File: config.mk
export PLATFORM = sky130hd
export DESIGN_NAME = addr_xlate_unit_flat
export DESIGN_NICKNAME = d
export VERILOG_FILES = /design/src/rtl/addr_xlate_pkg.sv /design/src/rtl/addr_xlate_if.sv /design/src/rtl/addr_xlate_unit_utlb.sv /design/src/rtl/addr_xlate_unit.sv /design/src/flat_wrapper.sv
export SDC_FILE = /design/constraint.sdc
export NUM_CORES = 1
export LEC_CHECK = 0
export ABC_CLOCK_PERIOD_IN_PS = 2600
export BUFFER_PORTS_ARGS = -buffer_cell sky130_fd_sc_hd__buf_2
export CELL_PAD_IN_SITES_DETAIL_PLACEMENT = 1
export CELL_PAD_IN_SITES_GLOBAL_PLACEMENT = 1
export CORE_UTILIZATION = 33
export DETAILED_ROUTE_END_ITERATION = 10
export PLACE_DENSITY = 0.82
export SYNTH_ARGS = -nofsm -noshare
export SYNTH_HDL_FRONTEND = slang
export SYNTH_SLANG_ARGS = --single-unit
File: constraint.sdc
create_clock -name clk -period 2.6 [get_ports clk]
set_input_delay 0.26 -clock clk [delete_from_list [all_inputs] [get_ports clk]]
set_output_delay 0.26 -clock clk [all_outputs]
set_load 0.01 [all_outputs]
File: src/rtl/addr_xlate_pkg.sv
// Shared types for the address translation unit: CSR window layout, micro-TLB
// entry, FSM states, registered response and TLB fault classification.
package addr_xlate_pkg;

  typedef struct packed {
    logic [2:0]  vseg;
    logic        rsv28;
    logic [2:0]  pseg;
    logic [18:0] rsv24_6;
    logic [1:0]  mat;
    logic [3:0]  plv_en;
  } dmw_t;

  typedef struct packed {
    logic        valid;
    logic [19:0] vppn;
    logic [19:0] pfn;
    logic [1:0]  mat;
  } utlb_entry_t;

  typedef enum logic [1:0] {IDLE, TLB_WAIT, DRAIN} state_t;

  typedef struct packed {
    logic        valid;
    logic [31:0] paddr;
    logic [1:0]  mat;
    logic        is_dmw;
    logic        is_tlb;
    logic        refill;
    logic        pinv;
    logic        ppi;
  } xlate_rsp_t;

  localparam logic [1:0] FLT_NONE   = 2'd0;
  localparam logic [1:0] FLT_REFILL = 2'd1;
  localparam logic [1:0] FLT_PINV   = 2'd2;
  localparam logic [1:0] FLT_PPI    = 2'd3;

  // Fault precedence: missing page, then invalid page, then privilege.
  function automatic logic [1:0] tlb_fault(input logic found, input logic v,
                                           input logic [1:0] cur_plv,
                                           input logic [1:0] page_plv);
    if (!found)                 return FLT_REFILL;
    else if (!v)                return FLT_PINV;
    else if (cur_plv > page_plv) return FLT_PPI;
    else                        return FLT_NONE;
  endfunction

endpackage

File: src/rtl/addr_xlate_if.sv
// Request, response and shared-TLB lookup signals of the translation unit.
// slave is the translator's view, master the AGU/cache/TLB side.
interface addr_xlate_if;
  logic        req_valid;
  logic        req_ready;
  logic [31:0] req_vaddr;

  logic        tlb_req_valid;
  logic [19:0] tlb_req_vppn;
  logic        tlb_rsp_valid;
  logic        tlb_rsp_found;
  logic        tlb_rsp_v;
  logic [1:0]  tlb_rsp_plv;
  logic [1:0]  tlb_rsp_mat;
  logic [19:0] tlb_rsp_pfn;

  logic        rsp_valid;
  logic        rsp_ready;
  logic [31:0] rsp_paddr;
  logic [1:0]  rsp_mat;
  logic        rsp_is_dmw;
  logic        rsp_is_tlb;
  logic        rsp_refill;
  logic        rsp_pinv;
  logic        rsp_ppi;

  modport slave (
    input  req_valid, req_vaddr, rsp_ready,
           tlb_rsp_valid, tlb_rsp_found, tlb_rsp_v, tlb_rsp_plv, tlb_rsp_mat, tlb_rsp_pfn,
    output req_ready, tlb_req_valid, tlb_req_vppn,
           rsp_valid, rsp_paddr, rsp_mat, rsp_is_dmw, rsp_is_tlb, rsp_refill, rsp_pinv, rsp_ppi
  );

  modport master (
    output req_valid, req_vaddr, rsp_ready,
           tlb_rsp_valid, tlb_rsp_found, tlb_rsp_v, tlb_rsp_plv, tlb_rsp_mat, tlb_rsp_pfn,
    input  req_ready, tlb_req_valid, tlb_req_vppn,
           rsp_valid, rsp_paddr, rsp_mat, rsp_is_dmw, rsp_is_tlb, rsp_refill, rsp_pinv, rsp_ppi
  );
endinterface

File: src/rtl/addr_xlate_unit_utlb.sv
// Fully-associative micro-TLB: parallel lookup, flush-all, round-robin fill.
// Flush wins over a fill presented in the same cycle.
module utlb_array
  import addr_xlate_pkg::*;
#(
  parameter int ENTRIES = 2
) (
  input  logic        clk,
  input  logic        resetn,
  input  logic        flush,
  input  logic [19:0] lk_vppn,
  output logic        lk_hit,
  output logic [19:0] lk_pfn,
  output logic [1:0]  lk_mat,
  input  logic        fill_en,
  input  logic [19:0] fill_vppn,
  input  logic [19:0] fill_pfn,
  input  logic [1:0]  fill_mat
);
  localparam int PW = (ENTRIES > 1) ? $clog2(ENTRIES) : 1;

  utlb_entry_t [ENTRIES-1:0] ent_q, ent_d;
  logic [PW-1:0]             ptr_q, ptr_d;

  always_comb begin
    lk_hit = 1'b0;
    lk_pfn = '0;
    lk_mat = '0;
    for (int i = 0; i < ENTRIES; i++) begin
      if (!lk_hit && ent_q[i].valid && ent_q[i].vppn == lk_vppn) begin
        lk_hit = 1'b1;
        lk_pfn = ent_q[i].pfn;
        lk_mat = ent_q[i].mat;
      end
    end
  end

  always_comb begin
    ent_d = ent_q;
    ptr_d = ptr_q;
    if (flush) begin
      for (int i = 0; i < ENTRIES; i++) ent_d[i].valid = 1'b0;
    end else if (fill_en) begin
      ent_d[ptr_q] = '{valid: 1'b1, vppn: fill_vppn, pfn: fill_pfn, mat: fill_mat};
      ptr_d        = (ptr_q == PW'(ENTRIES - 1)) ? '0 : ptr_q + PW'(1);
    end
  end

  always_ff @(posedge clk) begin
    if (!resetn) begin
      ent_q <= '0;
      ptr_q <= '0;
    end else begin
      ent_q <= ent_d;
      ptr_q <= ptr_d;
    end
  end

endmodule

File: src/rtl/addr_xlate_unit.sv
// Pipelined virtual-to-physical translator: DA mode, prioritised DMW windows,
// micro-TLB hit in one cycle, shared-TLB lookup and refill on a miss.
module addr_xlate_unit
  import addr_xlate_pkg::*;
#(
  parameter int NUM_DMW      = 2,
  parameter int UTLB_ENTRIES = 2
) (
  input  logic                    clk,
  input  logic                    resetn,
  addr_xlate_if.slave             bus,
  input  logic                    csr_da,
  input  logic                    csr_pg,
  input  logic [1:0]              csr_plv,
  input  logic [1:0]              csr_datm,
  input  logic [NUM_DMW-1:0][31:0] csr_dmw,
  input  logic                    utlb_flush,
  input  logic                    cancel
);
  state_t      state_q, state_d;
  xlate_rsp_t  rsp_q, rsp_d;
  logic        tlb_req_q, tlb_req_d;
  logic [19:0] vppn_q, vppn_d;
  logic [11:0] voff_q, voff_d;
  logic [1:0]  plv_q, plv_d;
  logic        flush_seen_q, flush_seen_d;

  logic        req_ready, accept, fill_en;
  logic        lk_hit, utlb_hit;
  logic [19:0] lk_pfn;
  logic [1:0]  lk_mat, fault;

  logic [NUM_DMW-1:0]      dmw_hit;
  logic [NUM_DMW-1:0][2:0] dmw_pseg;
  logic [NUM_DMW-1:0][1:0] dmw_mat;
  logic [NUM_DMW-1:0]      unused_dmw_rsv;
  logic                    dmw_any;
  logic [2:0]              dmw_sel_pseg;
  logic [1:0]              dmw_sel_mat;

  for (genvar i = 0; i < NUM_DMW; i++) begin : g_dmw
    dmw_t w;
    assign w                 = dmw_t'(csr_dmw[i]);
    assign dmw_hit[i]        = (w.vseg == bus.req_vaddr[31:29]) && w.plv_en[csr_plv];
    assign dmw_pseg[i]       = w.pseg;
    assign dmw_mat[i]        = w.mat;
    assign unused_dmw_rsv[i] = ^{w.rsv28, w.rsv24_6};
  end

  // Scan from the top so the lowest matching index wins.
  always_comb begin
    dmw_any      = 1'b0;
    dmw_sel_pseg = '0;
    dmw_sel_mat  = '0;
    for (int i = NUM_DMW - 1; i >= 0; i--) begin
      if (dmw_hit[i]) begin
        dmw_any      = 1'b1;
        dmw_sel_pseg = dmw_pseg[i];
        dmw_sel_mat  = dmw_mat[i];
      end
    end
  end

  utlb_array #(.ENTRIES(UTLB_ENTRIES)) u_utlb (
    .clk       (clk),
    .resetn    (resetn),
    .flush     (utlb_flush),
    .lk_vppn   (bus.req_vaddr[31:12]),
    .lk_hit    (lk_hit),
    .lk_pfn    (lk_pfn),
    .lk_mat    (lk_mat),
    .fill_en   (fill_en),
    .fill_vppn (vppn_q),
    .fill_pfn  (bus.tlb_rsp_pfn),
    .fill_mat  (bus.tlb_rsp_mat)
  );

  // A flush in the accept cycle must make the lookup miss.
  assign utlb_hit  = lk_hit && !utlb_flush;
  assign req_ready = (state_q == IDLE) && (!rsp_q.valid || bus.rsp_ready);
  assign accept    = bus.req_valid && req_ready;
  assign fault     = tlb_fault(bus.tlb_rsp_found, bus.tlb_rsp_v, plv_q, bus.tlb_rsp_plv);

  always_comb begin
    state_d      = state_q;
    rsp_d        = rsp_q;
    tlb_req_d    = 1'b0;
    vppn_d       = vppn_q;
    voff_d       = voff_q;
    plv_d        = plv_q;
    flush_seen_d = flush_seen_q;
    fill_en      = 1'b0;
    if (rsp_q.valid && bus.rsp_ready) rsp_d.valid = 1'b0;
    unique case (state_q)
      IDLE: begin
        if (cancel) begin
          rsp_d = '0;
        end else if (accept) begin
          rsp_d  = '0;
          vppn_d = bus.req_vaddr[31:12];
          voff_d = bus.req_vaddr[11:0];
          plv_d  = csr_plv;
          if (csr_da && !csr_pg) begin
            rsp_d.valid = 1'b1;
            rsp_d.paddr = bus.req_vaddr;
            rsp_d.mat   = csr_datm;
          end else if (dmw_any) begin
            rsp_d.valid  = 1'b1;
            rsp_d.paddr  = {dmw_sel_pseg, bus.req_vaddr[28:0]};
            rsp_d.mat    = dmw_sel_mat;
            rsp_d.is_dmw = 1'b1;
          end else if (utlb_hit) begin
            rsp_d.valid  = 1'b1;
            rsp_d.paddr  = {lk_pfn, bus.req_vaddr[11:0]};
            rsp_d.mat    = lk_mat;
            rsp_d.is_tlb = 1'b1;
          end else begin
            state_d      = TLB_WAIT;
            tlb_req_d    = 1'b1;
            flush_seen_d = 1'b0;
          end
        end
      end
      TLB_WAIT: begin
        if (utlb_flush) flush_seen_d = 1'b1;
        if (bus.tlb_rsp_valid) begin
          state_d = IDLE;
          // A cancel landing with the lookup result kills it like a drain.
          if (!cancel) begin
            rsp_d.valid  = 1'b1;
            rsp_d.paddr  = {bus.tlb_rsp_pfn, voff_q};
            rsp_d.mat    = bus.tlb_rsp_mat;
            rsp_d.is_tlb = 1'b1;
            rsp_d.refill = (fault == FLT_REFILL);
            rsp_d.pinv   = (fault == FLT_PINV);
            rsp_d.ppi    = (fault == FLT_PPI);
            fill_en      = (fault == FLT_NONE) && !flush_seen_q && !utlb_flush;
          end
        end else if (cancel) begin
          state_d = DRAIN;
        end
      end
      DRAIN: begin
        if (bus.tlb_rsp_valid) state_d = IDLE;
      end
      default: state_d = IDLE;
    endcase
  end

  always_ff @(posedge clk) begin
    if (!resetn) begin
      state_q      <= IDLE;
      rsp_q        <= '0;
      tlb_req_q    <= 1'b0;
      vppn_q       <= '0;
      voff_q       <= '0;
      plv_q        <= '0;
      flush_seen_q <= 1'b0;
    end else begin
      state_q      <= state_d;
      rsp_q        <= rsp_d;
      tlb_req_q    <= tlb_req_d;
      vppn_q       <= vppn_d;
      voff_q       <= voff_d;
      plv_q        <= plv_d;
      flush_seen_q <= flush_seen_d;
    end
  end

  assign bus.req_ready     = req_ready;
  assign bus.tlb_req_valid = tlb_req_q;
  assign bus.tlb_req_vppn  = vppn_q;
  assign bus.rsp_valid     = rsp_q.valid;
  assign bus.rsp_paddr     = rsp_q.paddr;
  assign bus.rsp_mat       = rsp_q.mat;
  assign bus.rsp_is_dmw    = rsp_q.is_dmw;
  assign bus.rsp_is_tlb    = rsp_q.is_tlb;
  assign bus.rsp_refill    = rsp_q.refill;
  assign bus.rsp_pinv      = rsp_q.pinv;
  assign bus.rsp_ppi       = rsp_q.ppi;

endmodule
File: src/flat_wrapper.sv
// flat-port wrapper written by rule: the top's interface ports become plain ports
module addr_xlate_unit_flat import addr_xlate_pkg::*;
#(
  parameter int NUM_DMW      = 2,
  parameter int UTLB_ENTRIES = 2
)
  (clk, resetn, csr_da, csr_pg, csr_plv, csr_datm, csr_dmw, utlb_flush, cancel, bus_req_valid, bus_req_vaddr, bus_rsp_ready, bus_tlb_rsp_valid, bus_tlb_rsp_found, bus_tlb_rsp_v, bus_tlb_rsp_plv, bus_tlb_rsp_mat, bus_tlb_rsp_pfn, bus_req_ready, bus_tlb_req_valid, bus_tlb_req_vppn, bus_rsp_valid, bus_rsp_paddr, bus_rsp_mat, bus_rsp_is_dmw, bus_rsp_is_tlb, bus_rsp_refill, bus_rsp_pinv, bus_rsp_ppi);
  addr_xlate_if bus_i ();
  input  logic clk;
  input  logic resetn;
  input  logic csr_da;
  input  logic csr_pg;
  input  logic [1:0] csr_plv;
  input  logic [1:0] csr_datm;
  input  logic [NUM_DMW-1:0][31:0] csr_dmw;
  input  logic utlb_flush;
  input  logic cancel;
  input wire logic [$bits(bus_i.req_valid)-1:0] bus_req_valid;
  input wire logic [$bits(bus_i.req_vaddr)-1:0] bus_req_vaddr;
  input wire logic [$bits(bus_i.rsp_ready)-1:0] bus_rsp_ready;
  input wire logic [$bits(bus_i.tlb_rsp_valid)-1:0] bus_tlb_rsp_valid;
  input wire logic [$bits(bus_i.tlb_rsp_found)-1:0] bus_tlb_rsp_found;
  input wire logic [$bits(bus_i.tlb_rsp_v)-1:0] bus_tlb_rsp_v;
  input wire logic [$bits(bus_i.tlb_rsp_plv)-1:0] bus_tlb_rsp_plv;
  input wire logic [$bits(bus_i.tlb_rsp_mat)-1:0] bus_tlb_rsp_mat;
  input wire logic [$bits(bus_i.tlb_rsp_pfn)-1:0] bus_tlb_rsp_pfn;
  output wire logic [$bits(bus_i.req_ready)-1:0] bus_req_ready;
  output wire logic [$bits(bus_i.tlb_req_valid)-1:0] bus_tlb_req_valid;
  output wire logic [$bits(bus_i.tlb_req_vppn)-1:0] bus_tlb_req_vppn;
  output wire logic [$bits(bus_i.rsp_valid)-1:0] bus_rsp_valid;
  output wire logic [$bits(bus_i.rsp_paddr)-1:0] bus_rsp_paddr;
  output wire logic [$bits(bus_i.rsp_mat)-1:0] bus_rsp_mat;
  output wire logic [$bits(bus_i.rsp_is_dmw)-1:0] bus_rsp_is_dmw;
  output wire logic [$bits(bus_i.rsp_is_tlb)-1:0] bus_rsp_is_tlb;
  output wire logic [$bits(bus_i.rsp_refill)-1:0] bus_rsp_refill;
  output wire logic [$bits(bus_i.rsp_pinv)-1:0] bus_rsp_pinv;
  output wire logic [$bits(bus_i.rsp_ppi)-1:0] bus_rsp_ppi;
  assign bus_i.req_valid = bus_req_valid;
  assign bus_i.req_vaddr = bus_req_vaddr;
  assign bus_i.rsp_ready = bus_rsp_ready;
  assign bus_i.tlb_rsp_valid = bus_tlb_rsp_valid;
  assign bus_i.tlb_rsp_found = bus_tlb_rsp_found;
  assign bus_i.tlb_rsp_v = bus_tlb_rsp_v;
  assign bus_i.tlb_rsp_plv = bus_tlb_rsp_plv;
  assign bus_i.tlb_rsp_mat = bus_tlb_rsp_mat;
  assign bus_i.tlb_rsp_pfn = bus_tlb_rsp_pfn;
  assign bus_req_ready = bus_i.req_ready;
  assign bus_tlb_req_valid = bus_i.tlb_req_valid;
  assign bus_tlb_req_vppn = bus_i.tlb_req_vppn;
  assign bus_rsp_valid = bus_i.rsp_valid;
  assign bus_rsp_paddr = bus_i.rsp_paddr;
  assign bus_rsp_mat = bus_i.rsp_mat;
  assign bus_rsp_is_dmw = bus_i.rsp_is_dmw;
  assign bus_rsp_is_tlb = bus_i.rsp_is_tlb;
  assign bus_rsp_refill = bus_i.rsp_refill;
  assign bus_rsp_pinv = bus_i.rsp_pinv;
  assign bus_rsp_ppi = bus_i.rsp_ppi;
  addr_xlate_unit #(.NUM_DMW(NUM_DMW), .UTLB_ENTRIES(UTLB_ENTRIES)) u_core (.clk(clk), .resetn(resetn), .bus(bus_i), .csr_da(csr_da), .csr_pg(csr_pg), .csr_plv(csr_plv), .csr_datm(csr_datm), .csr_dmw(csr_dmw), .utlb_flush(utlb_flush), .cancel(cancel));
endmodule
=== After elaboration in Yosys (flattened, before gate mapping) ===
Cells that the tools add are included.

* Flip-flop bits (word level): 165
* Bits in latches: 0
* RAM bits: 0
* Bits in read-only memories: 0
* Input port bits: 135
* Output and inout port bits: 62
* Word-level logic and storage cells: 143
* Memories: 0

* Add/subtract/negate cells: 1
* Multiply operators: 0
* Divide/modulo/power cells: 0
* $lt $le $gt $ge: 4
* Equality and inequality tests: 20
* Shift-type cells: 0
* Muxes and demuxes: 59
* Bitwise gates (word level): 5
* Reductions and logical operators: 31

{| class="wikitable"
|+ Operators with widths
! kind !! count
|-
| $mux 35 || 5
|-
| $bwmux 86 || 1
|-
| $mux 40 || 2
|-
| $pmux 35 s2 || 1
|-
| $demux 43 s1 || 1
|-
| $mux 43 || 1
|-
| $eq 20x20->1 || 2
|-
| $mux 20 || 2
|-
| $mux 2 || 16
|-
| $mux 1 || 21
|-
| $ne 2x2->1 const B || 8
|-
| $reduce_and 7->1 || 2
|-
| $logic_and 1x1->1 || 13
|-
| $mux 4 || 2
|-
| $pmux 4 s2 || 1
|-
| $eq 2x2->1 const B || 3
|-
| $eq 3x3->1 || 2
|-
| $mux 3 || 2
|-
| $pmux 2 s3 || 1
|-
| $reduce_or 6->1 || 1
|-
| $logic_not 1->1 || 5
|-
| $not 1->1 || 5
|-
| $bmux 1 s2 || 2
|-
| $eq 2x1->1 const B || 2
|-
| other kinds (16) || 19
|}

=== Depth between registers and ports, before layout ===
Gate-level depths: netlist (run 1).

* Word-level depth: 14
* Mapped depth: 10
* Mapped depth without buffers: 8

=== By module ===
From an unflattened synthesis (run 1), not the netlist that was laid out.

* Cells, all modules: 991
* Area total of the unflattened synthesis: 7961.4 µm²

{| class="wikitable"
|+ Modules (own cells, without submodules)
! module !! instances !! cells an instance !! area each (µm²) !! sequential area each (µm²)
|-
| utlb_array || 1 || 511 || 4122.7 || 1741.7
|-
| addr_xlate_unit || 1 || 480 || 3838.7 || 1561.5
|}

=== Worst setup path after synthesis (run 1) ===
Ideal clock, no wire load.

* Path type: in2reg
* Start: input bus_req_vaddr[30]
* End: register u_core.tlb_req_q, in the netlist u_core.bus.tlb_req_valid
* Library setup time: 115 ps
* Arrival time: 1743 ps
* Data required time: 2485 ps
* Slack: 742 ps
* Stages on the path: 10
* Path buffers: 4
* Cells stage by stage: buf_6 xor2_1 nor4_2 and3_1 buf_6 a22oi_2 o21ba_1 buf_6 buf_12 and2_1

* Longest elaborated chain between the ends: 9
* Elaborated cells on any way between the ends: 17
* Those cells by class: 4 x eq/ne; 5 x mux; 8 x reduce/logical

{| class="wikitable"
|+ RTL lines
! item !! RTL line !! text
|-
| from (decl) || flat_wrapper.sv:19 || <nowiki>input wire logic [$bits(bus_i.req_vaddr)-1:0] bus_req_vaddr;</nowiki>
|-
| $eq 20x20->1 || addr_xlate_unit_utlb.sv:30 || <nowiki>if (!lk_hit && ent_q[i].valid && ent_q[i].vppn == lk_vppn) begin</nowiki>
|-
| $logic_and 1x1->1 || addr_xlate_unit_utlb.sv:30 ||
|-
| $mux 1 || addr_xlate_unit_utlb.sv:30 ||
|-
| $logic_not 1->1 || addr_xlate_unit_utlb.sv:30 ||
|-
| $logic_and 1x1->1 (2 in series) || addr_xlate_unit_utlb.sv:30 ||
|-
| $mux 1 || addr_xlate_unit_utlb.sv:30 ||
|-
| $logic_and 1x1->1 || addr_xlate_unit.sv:79 || <nowiki>assign utlb_hit = lk_hit && !utlb_flush;</nowiki>
|-
| $mux 1 || addr_xlate_unit.sv:112 || <nowiki>end else if (utlb_hit) begin</nowiki>
|-
| to (signal assigned) || addr_xlate_unit.sv:162 || <nowiki>tlb_req_q <= tlb_req_d;</nowiki>
|-
| to (decl) || addr_xlate_unit.sv:22 || <nowiki>logic tlb_req_q, tlb_req_d;</nowiki>
|}

Parallel ways exist; a longest one is shown, timed or not.
A chain may end at the register's enable or synchronous reset.

=== Worst setup path after layout (run 1) ===
* Start: register u_core.u_utlb.ent_q[80] in the netlist's numbering
* End: register u_core.rsp_q (netlist bit u_core.bus.rsp_mat[0])

* Longest elaborated chain between the ends: 10
* Elaborated cells on any way between the ends: 11
* Those cells by class: 1 x eq/ne; 8 x mux; 2 x reduce/logical

{| class="wikitable"
|+ RTL lines
! item !! RTL line !! text
|-
| from (decl) || addr_xlate_unit_utlb.sv:22 || <nowiki>utlb_entry_t [ENTRIES-1:0] ent_q, ent_d;</nowiki>
|-
| from (signal assigned) || addr_xlate_unit_utlb.sv:54 || <nowiki>ent_q <= ent_d;</nowiki>
|-
| $eq 20x20->1 * || addr_xlate_unit_utlb.sv:30 ||
|-
| $logic_and 1x1->1 * || addr_xlate_unit_utlb.sv:30 ||
|-
| $mux 1 || addr_xlate_unit_utlb.sv:30 ||
|-
| $logic_and 1x1->1 || addr_xlate_unit.sv:79 ||
|-
| $mux 35 * || addr_xlate_unit.sv:112 ||
|-
| $mux 35 * || addr_xlate_unit.sv:107 || <nowiki>end else if (dmw_any) begin</nowiki>
|-
| $mux 35 * || addr_xlate_unit.sv:103 || <nowiki>if (csr_da && !csr_pg) begin</nowiki>
|-
| $mux 40 * || addr_xlate_unit.sv:98 || <nowiki>end else if (accept) begin</nowiki>
|-
| $mux 40 * || addr_xlate_unit.sv:96 || <nowiki>if (cancel) begin</nowiki>
|-
| $pmux 35 s2 * || addr_xlate_unit.sv:94 || <nowiki>unique case (state_q)</nowiki>
|-
| to (signal assigned) || addr_xlate_unit.sv:161 || <nowiki>rsp_q <= rsp_d;</nowiki>
|-
| to (decl) || addr_xlate_unit.sv:21 || <nowiki>xlate_rsp_t rsp_q, rsp_d;</nowiki>
|}

Mark *: on every way between the ends. The rest lies on a longest branch, timed or not. The select of a mux whose other input is x is not followed.

==> out/results.tsv, run 1 <==
metric	value	unit
status	completed	
CP startpoint kind	register	
top cell family by delay on the critical path	simple AND/OR/NAND/NOR gates	
setup ws final	0.299	ns
asr flop ratio synth	0	%
GRT Overall Usage	22.3	%
clock skew	0.00827	ns
Nets	1241	
critical path startpoint	u_core.u_utlb.ent_q[80]	
Worst R2R Start	u_core.u_utlb.ent_q[80]	
DRC Markers	0	
unrepaired setup endpoints after global routing	no	
detailed-placement wirelength estimate	18400	um
core area	22600	um2
vias in the first global route	7568	
hold_sp	bus_tlb_rsp_valid	
hold crit path type	input pin to register	
detail-routed via count per cell	5.30	
sequential share of the synthesized area	43.3	%
first-pass GRT wire length	41100	um
post-synthesis register bit count	165	
CP bufs+invs	0	
cell count after synthesis	973	
Die W	154	um
CTS root buffer	clkbuf_16	
combinational group share of total power	11.7	%
post-synth top area share	43.3	%
post-CTS setup buffers	0	
clock tree buffer depth	2	
Worst EP arrival	2.67	ns
grt ovf	0	
Die Span Y	154	um
CP max stage delay	0.59	ns
CP Cell Sequence	xnor2_1 -> nand4_1 -> nor4_1 -> nand2_1 -> o32ai_1 -> o21a_1	
Yosys cell types	51	
number of hold buffers added after cts	0	
slowest CP cell	nor4_1	
maxcap violations	0	
TritonCTS clock tree	yes	
clock latency on the worst-skew pair	0.43	ns
final hold violation count	0	
Net Sw Power	1.49	mW
Mapped Nets	1110	
CTS resizes	0	
Starting Density	33.7	%
cell taking the most area after synthesis	dfxtp_1	
Switching Fraction	26.2	%
Reg power frac	46.4	%
critical path peak fanout	5	
commonest non-fill, non-tap cell in the layout	nand2_1	
most frequent cells in the layout	262 x nand2_1, 165 x dfxtp_1, 156 x buf_2, 141 x a21oi_1, 50 x o21ai_0	
endpoints failing setup	0	
main area contributors after synthesis	dfxtp_1 43%, nand2_1 13%, a21oi_1 9.2%, xnor2_1 4.4%, o21ai_0 3.3%	
Internal Dissipation	4.20	mW
crit end category	register	
synthesized area	7630	um2
share of cells above drive strength 1	20.8	%
part of the power in the clock network	41.8	%
Post-synth EDFFs	0	
num ports	197	
Final Critical Period	2.30	ns
row count	55	
wire per inst	18.8	um
Num CTS Buffers	17	
Tcrit/Tclk final	88.5	%
Clock transition at path regs	0.06	ns
CTS H-tree depth	4	
CTS sink count	165	
Peak VDD IR	0.287	mV
Avg Cell Area, Syn	7.85	um2
Total Neg Setup Slack	0	ns
critical path class	register to register	
pin count of the biggest net entering global routing	109	
dpl ws	0.188	ns
initial DRC count	354	
drt first pass iters	4	
Post-DRT Antenna Nets	0	
Final Slew Violations	0	
FMAX	435	MHz
Worst Path Required	2.97	ns
Max-slew headroom	21.7	%
vias	7429	
ys flop type	dfxtp_1	
Pwr Density	615	nW/um2
Leak	3.57	nW
Post-Route WL	26300	um
Die ar.	23700	um2
synthesis-to-finish area growth	21.2	%
Yosys warnings	0	
initial antenna violation count	5	
I/O Buffers	156	
worst slew pin tran	1.17	ns
GP Congestion	0.795	
## worst reg2reg max path, stage by stage, from the launching register on
cell	delay [ns]
dfxtp_1	0.32
xnor2_1	0.23
nand4_1	0.19
nor4_1	0.59
nand2_1	0.26
o32ai_1	0.46
o21a_1	0.18
## logic make-up after synthesis
group	Yosys count	synth area share (%)
xor+xnor	46	5.28
compound gates	249	19.1
flops	165	43.3
simple gates	413	24.3
mux	19	2.82
fa+ha+maj	2	0.328
buf+inv	79	4.93
## flip-flops by register name (all words and copies together) (netlist names)
register,cells
u_core.bus.tlb_req_valid,1
u_core.bus.rsp_pinv,1
u_core.bus.rsp_valid,1
u_core.bus.rsp_mat,2
u_core.bus.rsp_refill,1
u_core.bus.tlb_req_vppn,20
u_core.state_q,2
u_core.u_utlb.ptr_q,1
u_core.u_utlb.ent_q,86
u_core.bus.rsp_is_tlb,1
u_core.bus.rsp_ppi,1
u_core.flush_seen_q,1
u_core.voff_q,12
u_core.bus.rsp_paddr,32
u_core.bus.rsp_is_dmw,1
u_core.plv_q,2
## cell usage after synthesis, drive strengths merged (3+ instances only)
cell type,count
nor4,6
o21ai,53
xnor2,38
and2,16
xor2,8
nand3b,3
nor3,3
o21a,8
nor2b,3
o32ai,5
nand3,30
mux2i,17
buf,23
a21oi,141
nand2b,4
inv,6
nor2,47
a41oi,5
nand2,262
nand4,12
o221ai,17
clkbuf,49
dfxtp,165
nor4b,3
a211oi,13
and3,20
## area by class of cell
class / instances / area (um2)
Timing Repair Buffer: 184 / 1040
Fill cell: 2755 / 13400
Inverter: 7 / 27.5
Sequential cell: 165 / 3300
Tap cell: 285 / 357
Antenna cell: 3 / 7.51
Clock buffer: 22 / 464
Clock inverter: 8 / 77.6
Multi-Input combinational cell: 729 / 3980
## power by group through the flow
stage                     registers, mW  logic, mW  clock network [mW]
after detailed placement           2.70      0.664                   0
final                              2.64      0.669                2.38
after global routing               2.65      0.722                2.52
after CTS                          2.64      0.669                2.42
after global placement             2.70      0.648                   0
after floorplan                    2.71      0.350                   0
## metrics by stage
| step | cell area, um2 | power (mW) | utilization [%] | hold slack, ns | std cells |
|---|---|---|---|---|---|
| after global placement | 8700 | 3.34 | 38.4 | 0.437 | 1370 |
| final | 9250 | 5.69 | 40.9 | 0.0755 | 1403 |
| after global routing | 9250 | 5.89 | 40.8 | 0.0708 | 1401 |
| after CTS | 9250 | 5.73 | 40.8 | 0.0653 | 1400 |
| after floorplan | 7630 | 3.06 | - | 0.339 | 973 |
| after detailed placement | 8700 | 3.36 | 38.4 | 0.446 | 1370 |
## per-layer routing
layer	share of wire (%)	GRT usage (%)	wire length, um	vias to the layer above
met3	4.6	4.31	1220	48
met2	49	38.0	13000	161
li1	-	-	-	3593
met1	43	27.3	11400	3623
met4	2.9	9.76	753	4
met5	0.10	0	27	-
## final timing paths
path / end / slack, ns / cells after the start
worst max register to register: u_core.bus.rsp_mat[0] / 0.30 / 6
worst max-delay path: u_core.bus.rsp_mat[0] / 0.30 / 6
worst min register to register: u_core.u_utlb.ent_q[45] / 0.45 / 2
worst min-delay path: u_core.state_q[0] / 0.08 / 2
(Power assumes the default switching activity.)
==> run 2, diff against run 1 <==
BUFFER_PORTS_ARGS = default   (was -buffer_cell sky130_fd_sc_hd__buf_2)
DONT_BUFFER_PORTS = 1   (was default)
PLACE_DENSITY = 0.72   (was 0.82)
==> run 2 against run 1 <==
Against the previous run:
- clock power grew 9.7%
- total power increased by 2.4%
- clock skew up 0.0024 ns
- via count down 4.1%
- sequential power rose by 2%
- first-iteration DRC count rose by 15%
- final cell count decreased by 7.6%
- die area did not move
- final area down 2.6%
- worst hold slack worse by 0.060 ns
- critical path type unchanged
- highest routed layer is now met4
==> out/results.tsv, run 2 (same netlist as run 1, synthesis figures left out) <==
metric	value	unit	change
fill count	2700		-2.0%
Final Critical Period	2.44	ns	+0.135 ns
CTS H-tree depth	4		unchanged
DRC Markers	0		unchanged
crit end category	register		
initial antenna violation count	1		-4
GRT Overall Usage	23.4	%	+1.1 points
most frequent cells in the layout	262 x nand2_1, 165 x dfxtp_1, 141 x a21oi_1, 51 x dlygate4sd3_1, 50 x o21ai_0		
Reg power frac	46.0	%	-0.4 points
worst slew pin tran	0.992	ns	-0.182 ns
first-pass GRT wire length	42100	um	+2.3%
worst reg2reg setup slack	0.16	ns	-0.13 ns
dpl ws	0.227	ns	+0.0393 ns
critical path class	register to register		
commonest non-fill, non-tap cell in the layout	nand2_1		
Nets	1135		-8.5%
clock tree buffer depth	2		unchanged
max FFs per register	86		unchanged
post-CTS setup buffers	0		unchanged
combinational group share of total power	9.2	%	-2.5 points
Num CTS Buffers	17		unchanged
Peak VDD IR	0.319	mV	+11%
Design Power	5.83	mW	+2.4%
Switching Fraction	25.8	%	-0.40 points
detail-routed via count per cell	5.49		+3.7%
final hold violation count	0		unchanged
num ports	197		unchanged
Post-DRT Antenna Nets	0		unchanged
vias in the first global route	7345		-2.9%
Leak	3.09	nW	-13%
Tcrit/Tclk final	93.7	%	+5.2 points
Clock transition at path regs	0.07	ns	about the same
worst r2r path cells	6		unchanged
Worst R2R Start	u_core.u_utlb.ent_q[80]		
Biggest register	u_core.u_utlb.ent_q		
detailed-placement wirelength estimate	17900	um	-3.1%
Post-Route WL	27500	um	+4.5%
share of cells above drive strength 1	8.01	%	-13 points
hold crit path type	input pin to register		
I/O Buffers	0		-100%
hold_sp	resetn		
Worst Path Required	2.94	ns	-0.03 ns
grt ovf	0		unchanged
Die ar.	23700	um2	unchanged
FMAX	410	MHz	-5.5%
wire per inst	21.2	um	+13%
initial DRC count	406		+15%
hold depth	2		unchanged
maxcap violations	0		unchanged
Hold Path End	u_core.bus.rsp_paddr[17]		
drt first pass iters	5		+1
pin count of the biggest net entering global routing	51		-53%
Die W	154	um	unchanged
CTS root buffer	clkbuf_16		
CP startpoint kind	register		
vias	7122		-4.1%
Total Neg Setup Slack	0	ns	unchanged
clock skew	0.0106	ns	+0.00237 ns
RR Endpoint	u_core.bus.rsp_paddr[2]		
part of the power in the clock network	44.8	%	+3.0 points
TritonCTS clock tree	yes		
Starting Density	33.7	%	unchanged
synthesis-to-finish area growth	18.1	%	
row count	55		unchanged
CTS sink count	165		unchanged
Die Span Y	154	um	unchanged
Internal Dissipation	4.33	mW	+3.0%
unrepaired setup endpoints after global routing	no		
Final Slew Violations	0		unchanged
core area	22600	um2	unchanged
critical path peak fanout	16		+11
endpoints failing setup	0		unchanged
Pwr Density	647	nW/um2	+5.1%
clock latency on the worst-skew pair	0.44	ns	about the same
Worst EP arrival	2.78	ns	+0.11 ns
status	completed		
GP Congestion	0.778		-2.1%
Max-slew headroom	33.6	%	+12 points
setup ws final	0.164	ns	-0.135 ns
Net Sw Power	1.51	mW	+0.89%
## run 2: power groups by stage
stage          combinational (mW)  sequential, mW  clock, mW
6_report                    0.534            2.68       2.61
5_1_grt                     0.581            2.69       2.76
4_1_cts                     0.527            2.68       2.65
3_5_place_dp                0.442            2.74          0
3_3_place_gp                0.432            2.74          0
2_1_floorplan               0.350            2.71          0
## run 2: what timing repair did
action,CTS,global route
hold buffers,51,0
endpoints found under the setup margin,0,0
resized for setup,0,0
hold endpoints to repair,90,0
## run 2: worst max-delay path by stage
stage                                  from                       end  cells after the start
CTS                 u_core.u_utlb.ent_q[80]   u_core.bus.rsp_paddr[2]                      6
detailed placement               csr_plv[0]   u_core.bus.rsp_paddr[2]                      5
global route        u_core.u_utlb.ent_q[80]  u_core.bus.rsp_paddr[11]                      6
floorplan                 bus_req_vaddr[30]  u_core.bus.tlb_req_valid                     10
global placement                 csr_plv[0]       u_core.flush_seen_q                      5
finish              u_core.u_utlb.ent_q[80]   u_core.bus.rsp_paddr[2]                      6
## run 2: final cells by class
cell class	instances	area, um2	share of cell area [%]
diodes	1	2.50	0.0278
clock buffers	22	484	5.37
clock inverters	10	121	1.35
inverters	7	28.8	0.319
multi-input cells	729	3980	44.2
flip-flops and latches	165	3300	36.6
well taps	285	357	3.96
repair buffers	78	738	8.19
## run 2: per-stage QoR
| step | hold WS, ns | cell area, um2 | instances | util [%] |
|---|---|---|---|---|
| floorplan | 0.339 | 7630 | 973 | - |
| global placement | 0.342 | 7900 | 1213 | 34.9 |
| finish | 0.0152 | 9020 | 1297 | 39.8 |
| detailed placement | 0.347 | 7900 | 1213 | 34.9 |
| global route | 0.0181 | 9020 | 1297 | 39.8 |
| CTS | 0.00235 | 9010 | 1296 | 39.8 |
## run 2: routing by layer
metal  vias up  track usage [%]  routed length, um
met5         -                0                  0
met4         0             10.1                852
met3        49             5.52               1580
met2       186             39.3              13100
met1      3506             28.4              12000
li1       3381                -                  -
## run 2: critical path: stages, from the launching register on
cell and delay [ns]:
dfxtp_1 0.32, xnor2_1 0.26, nand4_1 0.20, nor4_1 0.53
a22oi_2 0.16, o21ba_1 0.51, a211oi_1 0.36
==> run 3, diff against run 2 <==
CORE_UTILIZATION = 46   (was 33)
PLACE_DENSITY = 0.91   (was 0.72)
SYNTH_HIERARCHICAL = 1   (was default)
==> run 3 against run 2 <==
Against the previous run:
- non-clock buffer count is 1 higher
- clock power is 7% lower
- global-route usage is 11 points higher
- first-iteration DRC count is 48% higher
- routed wire length is 8.0% higher
- die area is 25% lower
- critical endpoint is now u_core/bus.rsp_mat[1]
- highest routed layer unchanged
==> out/results.tsv, run 3 <==
metric	value	unit	change
CTS sink count	165		unchanged
hold crit path type	input pin to register		
most frequent cells in the layout	299 x nand2_1, 164 x dfxtp_1, 133 x a21boi_0, 44 x dlygate4sd3_1, 34 x xnor2_1		
Mapped Nets	1128		+1.6%
Clock transition at path regs	0.07	ns	about the same
final hold violation count	0		unchanged
clock skew	0.0159	ns	+0.00528 ns
main area contributors after synthesis	dfxtp_1 41%, nand2_1 14%, a21boi_0 13%, xnor2_1 4.1%, mux2i_1 2.8%		
Biggest register	u_core/u_utlb/ent_q		
Starting Density	47.5	%	+14 points
area of the multi-input gates	4290	um2	+7.6%
Die ar.	17800	um2	-25%
Yosys cell types	47		-7.8%
Num CTS Buffers	17		unchanged
CP max stage delay	0.36	ns	-0.17 ns
GRT Overall Usage	33.9	%	+11 points
clock latency on the worst-skew pair	0.45	ns	about the same
Final Slew Violations	0		unchanged
status	completed		
hold slack final	0.00858	ns	-0.00660 ns
maxcap violations	0		unchanged
GP Congestion	0.805		+3.4%
CP bufs+invs	1		+1
detail-routed via count per cell	6.19		+13%
Nets	1153		+1.6%
initial antenna violation count	1		unchanged
I/O Buffers	0		unchanged
synthesized area	7960	um2	+4.3%
vias in the first global route	8326		+13%
hold_sp	bus_req_vaddr[0]		
top cell family by delay on the critical path	simple AND/OR/NAND/NOR gates		
Post-DRT Antenna Nets	0		unchanged
Final Critical Period	2.54	ns	+0.102 ns
FF+latch area	3300	um2	about the same
DRC Markers	0		unchanged
Leak	3.25	nW	+5.1%
Total Neg Setup Slack	0	ns	unchanged
sequential share of the synthesized area	41.5	%	-1.8 points
critical path class	register to register		
Max-slew headroom	41.3	%	+7.7 points
post-synthesis register bit count	165		unchanged
synthesis-to-finish area growth	16.6	%	
slowest CP cell	nor4_2		
Die Span Y	134	um	-13%
Avg Cell Area, Syn	8.03	um2	+2.4%
Worst R2R Start	u_core/u_utlb/ent_q[39]		
TritonCTS clock tree	yes		
hold depth	2		unchanged
post-synth top area share	41.5	%	-1.8 points
max FFs per register	86		unchanged
endpoints failing setup	0		unchanged
CP startpoint kind	register		
Yosys warnings	6		+6
busiest grt layer	met2		
first-pass GRT wire length	45800	um	+8.7%
design area	9290	um2	+3.0%
row count	47		-15%
M2 GR Usage	57.1	%	+18 points
Worst Path Required	2.98	ns	+0.04 ns
Post-Route WL	29800	um	+8.0%
detailed-placement wirelength estimate	17600	um	-1.3%
met3 Use GR	9.06	%	+3.5 points
Hold Path End	u_core/bus.rsp_paddr[0]		
cell count after synthesis	991		+1.8%
met1 usage	38.5	%	+10 points
CTS H-tree depth	4		unchanged
CP Cell Sequence	xnor2_1 -> nand3_1 -> nor4_2 -> nand4_2 -> nand2_1 -> nand2b_1 -> a41oi_1 -> buf_4 -> a221oi_1 -> o2111ai_1 -> and3_1		
FMAX	394	MHz	-4.0%
clock tree buffer depth	2		unchanged
CTS root buffer	clkbuf_16		
worst r2r path cells	11		+5
commonest non-fill, non-tap cell in the layout	nand2_1		
setup ws final	0.0620	ns	-0.102 ns
drt first pass iters	5		unchanged
share of cells above drive strength 1	7.68	%	-0.33 points
Tcrit/Tclk final	97.6	%	+3.9 points
dpl ws	0.172	ns	-0.0547 ns
initial DRC count	602		+48%
crit end category	register		
cell taking the most area after synthesis	dfxtp_1		
placed cell area	8230	um2	+4.2%
Worst EP arrival	2.92	ns	+0.14 ns
post-CTS setup buffers	0		unchanged
Commonest cells post-synth	299 x nand2_1, 165 x dfxtp_1, 134 x a21boi_0		
fill count	1986		-26%
critical path peak fanout	5		-11
Post-synth EDFFs	0		unchanged
ys flop type	dfxtp_1		
RR Endpoint	u_core/bus.rsp_mat[1]		
asr flop ratio synth	0	%	unchanged
grt ovf	0		unchanged
Peak VDD IR	0.617	mV	+93%
core area	16800	um2	-26%
count leader, synth	nand2_1		
vias	7743		+8.7%
num ports	197		unchanged
worst reg2reg setup slack	0.06	ns	-0.10 ns
wire per inst	23.8	um	+12%
Die W	134	um	-13%
Pwr Density	596	nW/um2	-7.8%
worst slew pin tran	0.877	ns	-0.115 ns
pin count of the biggest net entering global routing	145		+180%
## run 3: where the power goes
group	total (mW)	switching [mW]	internal, mW	leakage, nW
Sequential	2.63	0.0573	2.57	1.33
Combinational	0.488	0.284	0.204	1.66
Clock	2.42	1.05	1.36	0.260
Total	5.54	1.40	4.14	3.25
## run 3: routing by layer
layer  up-vias  part of all wire (%)
li1       3419                     -
met1      3832                    39
met2       386                    49
met4         0                   4.9
met3       106                   7.9
met5         -                     0
## run 3: worst max-delay path by stage
stage | start | to | slack (ns) | depth (start not counted)
final | u_core/u_utlb/ent_q[39] | u_core/bus.rsp_mat[1] | 0.06 | 11
after global routing | u_core/u_utlb/ent_q[82] | u_core/bus.rsp_paddr[29] | -0.005 | 11
after CTS | u_core/plv_q[1] | u_core/u_utlb/ent_q[70] | 0.14 | 11
after detailed placement | u_core/u_utlb/ent_q[72] | u_core/bus.rsp_paddr[30] | 0.17 | 11
after global placement | bus_tlb_rsp_plv[1] | u_core/u_utlb/ent_q[72] | 0.23 | 12
after floorplan | u_core/state_q[0] | u_core/u_utlb/ent_q[43] | 0.01 | 12
## run 3: through the flow
| step | utilization (%) | instances | power [mW] |
|---|---|---|---|
| after CTS | 55.1 | 1247 | 5.51 |
| after detailed placement | 49.1 | 1172 | 3.04 |
| after floorplan | - | 991 | 2.95 |
| after global placement | 49.1 | 1172 | 3.02 |
| final | 55.4 | 1250 | 5.54 |
| after global routing | 55.4 | 1250 | 5.68 |
## run 3: area by class of cell
type                            instances  area share, %
Clock inverter                          8          0.822
Sequential cell                       165           35.6
Clock buffer                           24           5.08
Tap cell                              220           2.96
Inverter                               28           1.13
Multi-Input combinational cell        725           46.2
Antenna cell                            1         0.0270
Timing Repair Buffer                   79           8.23
## run 3: worst reg2reg max path: stages (launching register included)
cell	delay, ns
dfxtp_1	0.33
xnor2_1	0.24
nand3_1	0.12
nor4_2	0.36
nand4_2	0.20
nand2_1	0.15
nand2b_1	0.13
a41oi_1	0.23
buf_4	0.19
a221oi_1	0.09
o2111ai_1	0.25
and3_1	0.18
## run 3: kinds of logic (layout without fill, tap and decap cells)
kind of cell / Yosys count / after routing / synth area share (%)
buf+inv: 101 / 139 / 5.36
fa+ha+maj: 2 / 2 / 0.314
other cells: 0 / 1 / 0
xor+xnor: 43 / 43 / 4.73
mux: 24 / 24 / 3.33
compound gates: 219 / 219 / 20.4
simple gates: 437 / 437 / 24.4
flops: 165 / 165 / 41.5
## run 3: repair_timing
item                                    in CTS  in global routing
endpoints found under the hold margin      154                  2
resized for setup                            0                  8
hold buffers                                43                  2
endpoints found under the setup margin       0                 90
